$ cat src/rtl/diff_window_stats.sv
// diff_window_stats: windowed sum/mean/min/max of signed 8-bit difference samples with drop counting.
// Define DIFF_WINDOW_MINMAX_EN to build min/max tracking; otherwise Min and Max are tied to 0.
module diff_window_stats #(
  parameter int WIN_LOG2 = 3
) (
  input  logic                  CLK,
  input  logic                  RST_N,
  input  logic [7:0]            In,
  input  logic                  In_Valid,
  output logic                  Out_Valid,
  input  logic                  Out_Ready,
  output logic [8+WIN_LOG2-1:0] Sum,
  output logic [7:0]            Mean,
  output logic [7:0]            Min,
  output logic [7:0]            Max,
  output logic [7:0]            Drop_Cnt
);
  localparam int W = 8 + WIN_LOG2;
  typedef enum logic {IDLE, ACCUM} state_t;
  state_t state;
  logic [W-1:0] acc, nsum;
  logic [WIN_LOG2-1:0] k;
  logic done, load;
  assign nsum = ((state == IDLE) ? '0 : acc) + {{WIN_LOG2{In[7]}}, In};
  assign done = In_Valid && (&k);
  assign load = done && (!Out_Valid || Out_Ready);
  always_ff @(posedge CLK) begin
    if (!RST_N) begin
      state     <= IDLE;
      acc       <= '0;
      k         <= '0;
      Out_Valid <= 1'b0;
      Sum       <= '0;
      Mean      <= '0;
      Drop_Cnt  <= '0;
    end else begin
      if (In_Valid) begin
        state <= ACCUM;
        acc   <= done ? '0 : nsum;
        k     <= k + WIN_LOG2'(1);
      end
      if (load) begin
        Sum       <= nsum;
        Mean      <= nsum[W-1:WIN_LOG2];
        Out_Valid <= 1'b1;
      end else if (Out_Valid && Out_Ready)
        Out_Valid <= 1'b0;
      if (done && !load && Drop_Cnt != 8'hff)
        Drop_Cnt <= Drop_Cnt + 8'd1;
    end
  end
`ifdef DIFF_WINDOW_MINMAX_EN
  logic [7:0] mn, mx, nmin, nmax;
  logic first;
  // k wraps to 0 at window end, so stale trackers are ignored by the next window's first sample
  assign first = (state == IDLE) || (k == '0);
  assign nmin  = (first || $signed(In) < $signed(mn)) ? In : mn;
  assign nmax  = (first || $signed(In) > $signed(mx)) ? In : mx;
  always_ff @(posedge CLK) begin
    if (!RST_N) begin
      mn  <= '0;
      mx  <= '0;
      Min <= '0;
      Max <= '0;
    end else begin
      if (In_Valid) begin
        mn <= nmin;
        mx <= nmax;
      end
      if (load) begin
        Min <= nmin;
        Max <= nmax;
      end
    end
  end
`else
  assign Min = '0;
  assign Max = '0;
`endif
endmodule

$ cat config.mk
export PLATFORM = sky130hd
export DESIGN_NAME = diff_window_stats
export DESIGN_NICKNAME = d
export VERILOG_FILES = /design/src/rtl/diff_window_stats.sv
export SDC_FILE = /design/constraint.sdc
export NUM_CORES = 1
export LEC_CHECK = 0
export BUFFER_PORTS_ARGS = -buffer_cell sky130_fd_sc_hd__buf_2
export CAP_MARGIN = 20
export CORE_MARGIN = 10
export CORE_UTILIZATION = 35
export CTS_CLUSTER_DIAMETER = 80
export CTS_CLUSTER_SIZE = 8
export DETAILED_ROUTE_END_ITERATION = 12
export PLACE_DENSITY = 0.62
export SKIP_LAST_GASP = 1
export SLEW_MARGIN = 20
export SYNTH_ARGS = -nofsm -noshare
export SYNTH_HDL_FRONTEND = slang
export SYNTH_SLANG_ARGS = --single-unit
$ cat constraint.sdc
create_clock -name CLK -period 4.42 [get_ports CLK]
set_input_delay 0.884 -clock CLK [delete_from_list [all_inputs] [get_ports CLK]]
set_output_delay 0.884 -clock CLK [all_outputs]
set_load 0.02 [all_outputs]
==> flow_summary.json, run 1 <==
{
  "muxShareOfSynthArea_pct": 1.78,
  "die_y_um": 100,
  "drv_cap": 0,
  "crit_path_start_kind": "flop",
  "clockBufferDepth": 2,
  "dp_cells": 356,
  "path_class": "flop to flop",
  "r2r_slack_ns": 1.97,
  "postCtsSetupBuffers": 0,
  "arrival_ns": 2.62,
  "r2r-end": "Sum[10]$_SDFFE_PN0P_",
  "regArea_sq_um": 701,
  "coreArea_sq_um": 6280,
  "insertion_delay_ns": 0.29,
  "drt_pass1_iterations": 4,
  "grt_pass1_vias": 1762,
  "gp_congestion": 0.800,
  "vias": 1838,
  "n_antenna_cell": 0,
  "synth_adder_area_share_pct": 8.13,
  "cp-end-kind": "flop",
  "peakVddDrop_mv": 0.166,
  "max_slew_margin_pct": 53.6,
  "wire_per_inst_um": 14.5,
  "synth_top_family_by_area": "simple AND/OR/NAND/NOR gates",
  "avgSynthCellArea_sq_um": 8.61,
  "rows": 29,
  "drtIter0Drc": 78,
  "numCtsBuffers": 5,
  "cts_tree": "done",
  "die_area_sq_um": 10000,
  "endpoint": "Sum[10]$_SDFFE_PN0P_",
  "yosysWarnings": 0,
  "hold_viol": 0,
  "cts_root_buffer": "clkbuf_8",
  "holdWs_ns": 0.457,
  "via_per_inst": 5.05,
  "antenna_found_initial": 0,
  "power_density_nw_per_um2": 312,
  "min_period_ns": 2.45,
  "syn-cell-area_sq_um": 2250,
  "synth-seq-cells": 35,
  "pin_count": 56,
  "worst_path_max_delay_cell": "dfxtp_1",
  "critPathLaunch": "state$_SDFFE_PN0P_",
  "synth_top_area_cell": "dfxtp_1",
  "clock_sinks": 35,
  "syn_inst": 261,
  "reg2reg_from": "state$_SDFFE_PN0P_",
  "p_leak_nw": 1.18,
  "area_delta_synth_final_pct": 11.0,
  "finalClockSkew_ns": 0.00764,
  "hp-class": "flop to flop",
  "synth_area_leaders": "dfxtp_1 (31%), buf_4 (8.0%), ha_1 (7.2%), and2_1 (5.6%), nand2_1 (4.0%)",
  "wl_mm": 5.26,
  "nNetsFinal": 312,
  "ys_async_sr_fraction_pct": 0,
  "synthXorXnorAreaFrac_pct": 3.90,
  "yosys.area_share.simple_pct": 23.4,
  "synth_top_area_share_pct": 31.2,
  "grt_setup_unrepaired": "no",
  "port_buffers": 39,
  "post_route_cells_drive_above_1_share_pct": 18.8,
  "critPathRequiredTime_ns": 4.59,
  "cp_top_family": "compound AO/OA/AOI/OAI gates",
  "worstMarginPinSlew_ns": 0.695,
  "dieWidth_um": 100,
  "hold_buffers": 0,
  "slowest_delay_ns": 0.59,
  "synth_cell_types": 55,
  "setup_viol": 0,
  "dp_hpwl_mm": 3.87,
  "total_power_mw": 0.778,
  "finalSetupTns_ns": 0,
  "fin_cells": 364,
  "start_util_pct": 35.8,
  "layout_common_cells": "buf_2 (39), dfxtp_1 (35), nand2_1 (24), and2_1 (20), conb_1 (16)",
  "slew_violations": 0,
  "reg2regPathDepth": 9,
  "status": "finished, final reports clean",
  "grt_max_degree": 44,
  "cts-resized-gates": 0,
  "drtAntennaViolNets": 0,
  "final_common_cell": "buf_2",
  "grt_usage_pct": 10.5,
  "drc": 0,
  "crit_path_max_fanout": 12,
  "fmax_mhz": 408,
  "synth_compound_area_share_pct": 19.9,
  "synth-seq-area-share_pct": 31.2,
  "crit_cells": 9,
  "grt_first_pass_wirelength_mm": 8.74,
  "crit_chain": "and2_1 -> ha_1 -> inv_1 -> fa_1 -> nor2b_1 -> o2111ai_1 -> a21oi_1 -> o211a_1 -> nor3_1",
  "synth_ff_type": "dfxtp_1",
  "clk_pin_slew_ns": 0.07,
  "fin_crit_sh_pct": 55.5,
  "cp_num_buf_inv": 1,
  "htreeDepth": 2,
  "fillCellCount": 644,
  "multi_input_area_sq_um": 1340,
  "grt_overflow_total": 0,
  "synth_edf_count": 0
}
flip-flops by register name, summed over array words and instances (netlist names):
signal	cells
Sum	11
state	1
Out_Valid	1
k	3
acc	11
Drop_Cnt	8
metal layers:
| metal | GRT usage, % | part of all wire (%) | wire, um | vias to the layer above |
|---|---|---|---|---|
| li1 | - | - | - | 932 |
| met1 | 12.9 | 45 | 2370 | 839 |
| met2 | 16.3 | 45 | 2370 | 61 |
| met3 | 3.98 | 8.3 | 435 | 6 |
| met4 | 3.59 | 1.6 | 86 | 0 |
| met5 | 0 | 0 | 0 | - |
final cells by class:
type | instances | area share [%]
repair buffers | 39 | 7.82
clock inverters | 3 | 2.71
clock buffers | 5 | 2.76
inverters | 6 | 0.903
well taps | 77 | 3.86
flip-flops and latches | 35 | 28.1
multi-input cells | 199 | 53.9
worst reg2reg max path: cells and delay by family (launching register included):
kind                     cells  cell delay [ns]
AND/OR/NAND/NOR              3             0.45
AO/OA/AOI/OAI                3             0.69
adder cells (fa/ha/maj)      2             0.55
buffers and inverters        1             0.05
flip-flops                   1             0.59
synthesized netlist by cell type (3+ instances only):
master,instances
dfxtp_1,35
buf_4,24
a21boi_1,6
or3_1,3
nor2b_1,12
and2_1,20
clkbuf_1,8
a21o_1,6
ha_1,13
o311ai_1,3
inv_1,5
buf_2,3
o21ai_1,9
xor2_1,4
mux2i_1,4
nor3_1,3
a21oi_1,7
nor2_1,6
xnor2_1,6
nand3_1,11
nand2_1,24
nand2b_1,3
power breakdown:
part / internal (mW) / switching (mW)
clock: 0.225 / 0.124
combinational: 0.0361 / 0.0615
sequential: 0.325 / 0.00661
total: 0.586 / 0.192
how the worst min path moves through the flow:
stage	from	to	cells after the start
floorplan	acc[7]$_SDFFE_PN0P_	acc[7]$_SDFFE_PN0P_	2
global placement	Sum[0]$_SDFFE_PN0P_	Sum[0]$_SDFFE_PN0P_	2
detailed placement	Sum[0]$_SDFFE_PN0P_	Sum[0]$_SDFFE_PN0P_	2
finish	Sum[0]$_SDFFE_PN0P_	Sum[0]$_SDFFE_PN0P_	2
global route	Sum[0]$_SDFFE_PN0P_	Sum[0]$_SDFFE_PN0P_	2
CTS	Sum[0]$_SDFFE_PN0P_	Sum[0]$_SDFFE_PN0P_	2
cells by family (layout without fill, tap and decap cells):
logic type	after synthesis	after routing
simple gates	96	96
compound gates	59	59
buf+inv	42	53
flops	35	35
fa+ha+maj	14	14
xor+xnor	10	10
mux	4	4
other cells	1	16
per-stage QoR:
step / worst slack, ns / instance area [sq um] / utilization [%]
final: 1.97 / 2490 / 39.7
after global routing: 1.77 / 2490 / 39.7
after CTS: 1.97 / 2490 / 39.7
after detailed placement: 1.76 / 2360 / 37.6
after global placement: 1.80 / 2360 / 37.6
after floorplan: 2.01 / 2300 / -
Power figures use the tool's default switching activity.
==> run 2, diff against run 1 <==
--- a/config.mk
+++ b/config.mk
@@ -12,7 +12,7 @@
 export CTS_CLUSTER_DIAMETER = 80
 export CTS_CLUSTER_SIZE = 8
 export DETAILED_ROUTE_END_ITERATION = 12
-export PLACE_DENSITY = 0.62
+export PLACE_DENSITY = 0.65
 export SKIP_LAST_GASP = 1
 export SLEW_MARGIN = 20
 export SYNTH_ARGS = -nofsm -noshare
==> constraint.sdc (replaced) <==
create_clock -name CLK -period 2.1 [get_ports CLK]
set_input_delay 0.42 -clock CLK [delete_from_list [all_inputs] [get_ports CLK]]
set_output_delay 0.42 -clock CLK [all_outputs]
set_load 0.02 [all_outputs]
==> run 2 against run 1 <==
Effect of this change:
- design area is 7.8% higher
- die area stayed put
- non-clock buffer count is 17 higher
- via count is 3.1% higher
- sequential share of layout area is 1.9 points lower
- clock power is 48% higher
- cell count is 4.7% higher
- hold slack worse by 0.0019 ns
- critical path type unchanged
- critical endpoint is now acc[6]$_SDFFE_PN0P_
- largest power group is now registers
==> flow_summary.json, run 2 (synthesis gave the netlist of run 1 again) <==
{
  "status": "finished, final reports clean",
  "grt_overflow_total": 0,
  "dieWidth_um": 100,
  "drtIter0Drc": 75,
  "cts_tree": "done",
  "total_power_mw": 1.46,
  "hp-class": "input pin to flop",
  "area_delta_synth_final_pct": 19.7,
  "dp_hpwl_mm": 4.06,
  "nNetsFinal": 329,
  "arrival_ns": 2.24,
  "slew_violations": 0,
  "reg2regPathDepth": 10,
  "cts_root_buffer": "clkbuf_8",
  "dp_slack_ns": -0.0292,
  "hold_path_startpoint": "Out_Ready",
  "rows": 29,
  "reg2reg_from": "state$_SDFFE_PN0P_",
  "clockPowerShare_pct": 35.3,
  "r2r-end": "acc[6]$_SDFFE_PN0P_",
  "port_buffers": 39,
  "hold_viol": 0,
  "fmax_mhz": 487,
  "p_int_mw": 1.02,
  "peakVddDrop_mv": 0.272,
  "numCtsBuffers": 5,
  "min_period_ns": 2.05,
  "setup_slack_ns": 0.0463,
  "clock_sinks": 35,
  "pin_count": 56,
  "wire_per_inst_um": 14.4,
  "grt_pass1_vias": 1945,
  "holdWs_ns": 0.455,
  "pwr-share-seq_pct": 47.6,
  "p_switching_mw": 0.436,
  "drc": 0,
  "worst_path_max_delay_cell": "dfxtp_4",
  "n_antenna_cell": 0,
  "max_slew_margin_pct": 63.2,
  "critPathRequiredTime_ns": 2.29,
  "regArea_sq_um": 704,
  "final_common_cell": "buf_2",
  "layout_common_cells": "buf_2 (39), dfxtp_1 (34), nand2_1 (24), and2_1 (19), buf_4 (17)",
  "gp_congestion": 0.799,
  "fin_cells": 381,
  "grt_usage_pct": 10.8,
  "crit_chain": "and2_4 -> ha_4 -> inv_2 -> fa_2 -> nor2b_2 -> buf_4 -> o2111a_1 -> or3_4 -> a32oi_1 -> nor2b_1",
  "fin_area_sq_um": 2690,
  "start_util_pct": 35.8,
  "clk_pin_slew_ns": 0.08,
  "switching_share_pct": 29.9,
  "drtAntennaViolNets": 0,
  "dp_cells": 371,
  "r2r_slack_ns": 0.05,
  "fillCellCount": 643,
  "path_class": "flop to flop",
  "via_per_inst": 4.97,
  "slowest_delay_ns": 0.36,
  "htreeDepth": 2,
  "wl_mm": 5.48,
  "drv_cap": 0,
  "crit_path_start_kind": "flop",
  "drt_pass1_iterations": 4,
  "die_y_um": 100,
  "post_route_cells_drive_above_1_share_pct": 29.6,
  "grt_setup_unrepaired": "yes",
  "finalSetupTns_ns": 0,
  "hold_path_depth": 3,
  "setup_viol": 0,
  "placed_area_sq_um": 2470,
  "grt_max_degree": 20,
  "coreArea_sq_um": 6280,
  "pwr-share-comb_pct": 17.1,
  "cp-end-kind": "flop",
  "multi_input_area_sq_um": 1450,
  "worstMarginPinSlew_ns": 0.550,
  "fin_crit_sh_pct": 97.8,
  "p_leak_nw": 1.25,
  "hold_buffers": 0,
  "vias": 1895,
  "die_area_sq_um": 10000,
  "grt_first_pass_wirelength_mm": 8.97,
  "final_util_pct": 42.9,
  "crit_path_max_fanout": 5,
  "critPathLaunch": "state$_SDFFE_PN0P_",
  "power_density_nw_per_um2": 543,
  "clockBufferDepth": 2,
  "antenna_found_initial": 0,
  "insertion_delay_ns": 0.30,
  "hold_end": "Out_Valid$_SDFFE_PN0P_",
  "finalClockSkew_ns": 0.00665,
  "largestRegisters": "Sum x11, acc x11, Drop_Cnt x8"
}
==> run 2: area by class of cell <==
type / count / share of cell area [%]
clock buffer: 5 / 2.56
clock inverter: 3 / 0.884
inverter: 6 / 0.837
multi-input combinational: 199 / 54.0
sequential: 35 / 26.2
tap: 77 / 3.58
timing repair buffer: 56 / 12.0
==> run 2: repair_timing <==
item | 4_1_cts | 5_1_grt
gates resized for setup | 1 | 23
endpoints found under the setup margin | 2 | 14
pin swaps | 1 | 8
cloned | 0 | 0
setup buffers | 0 | 2
==> run 2: metal layers <==
| metal | routed length, um | track usage, % |
|---|---|---|
| met1 | 2510 | 13.0 |
| met2 | 2510 | 16.7 |
| met3 | 372 | 4.26 |
| met4 | 87 | 4.46 |
| met5 | 0 | 0 |
==> run 2: power by group through the flow <==
stage                     clock (mW)  sequential [mW]  combinational, mW
after detailed placement           0            0.711              0.223
after global placement             0            0.710              0.220
final                          0.515            0.696              0.250
after CTS                      0.539            0.695              0.226
after global routing           0.564            0.699              0.278
after floorplan                    0            0.708              0.189
==> run 2: worst max path at each step <==
stage | endpoint | slack, ns
after floorplan | acc[6]$_SDFFE_PN0P_ | 0.01
final | acc[6]$_SDFFE_PN0P_ | 0.05
after global placement | acc[6]$_SDFFE_PN0P_ | 0.008
after CTS | Sum[8]$_SDFFE_PN0P_ | 0.02
after detailed placement | acc[6]$_SDFFE_PN0P_ | -0.03
after global routing | Sum[9]$_SDFFE_PN0P_ | -0.02
==> run 2: worst max-delay path: cells and delay by family, from the launching register on <==
| kind | cells | cell delay [ns] |
|---|---|---|
| adders and majority gates | 2 | 0.37 |
| and+or+nand+nor | 4 | 0.59 |
| buffers and inverters | 2 | 0.19 |
| DFF | 1 | 0.36 |
| AOI/OAI and AO/OA | 2 | 0.43 |
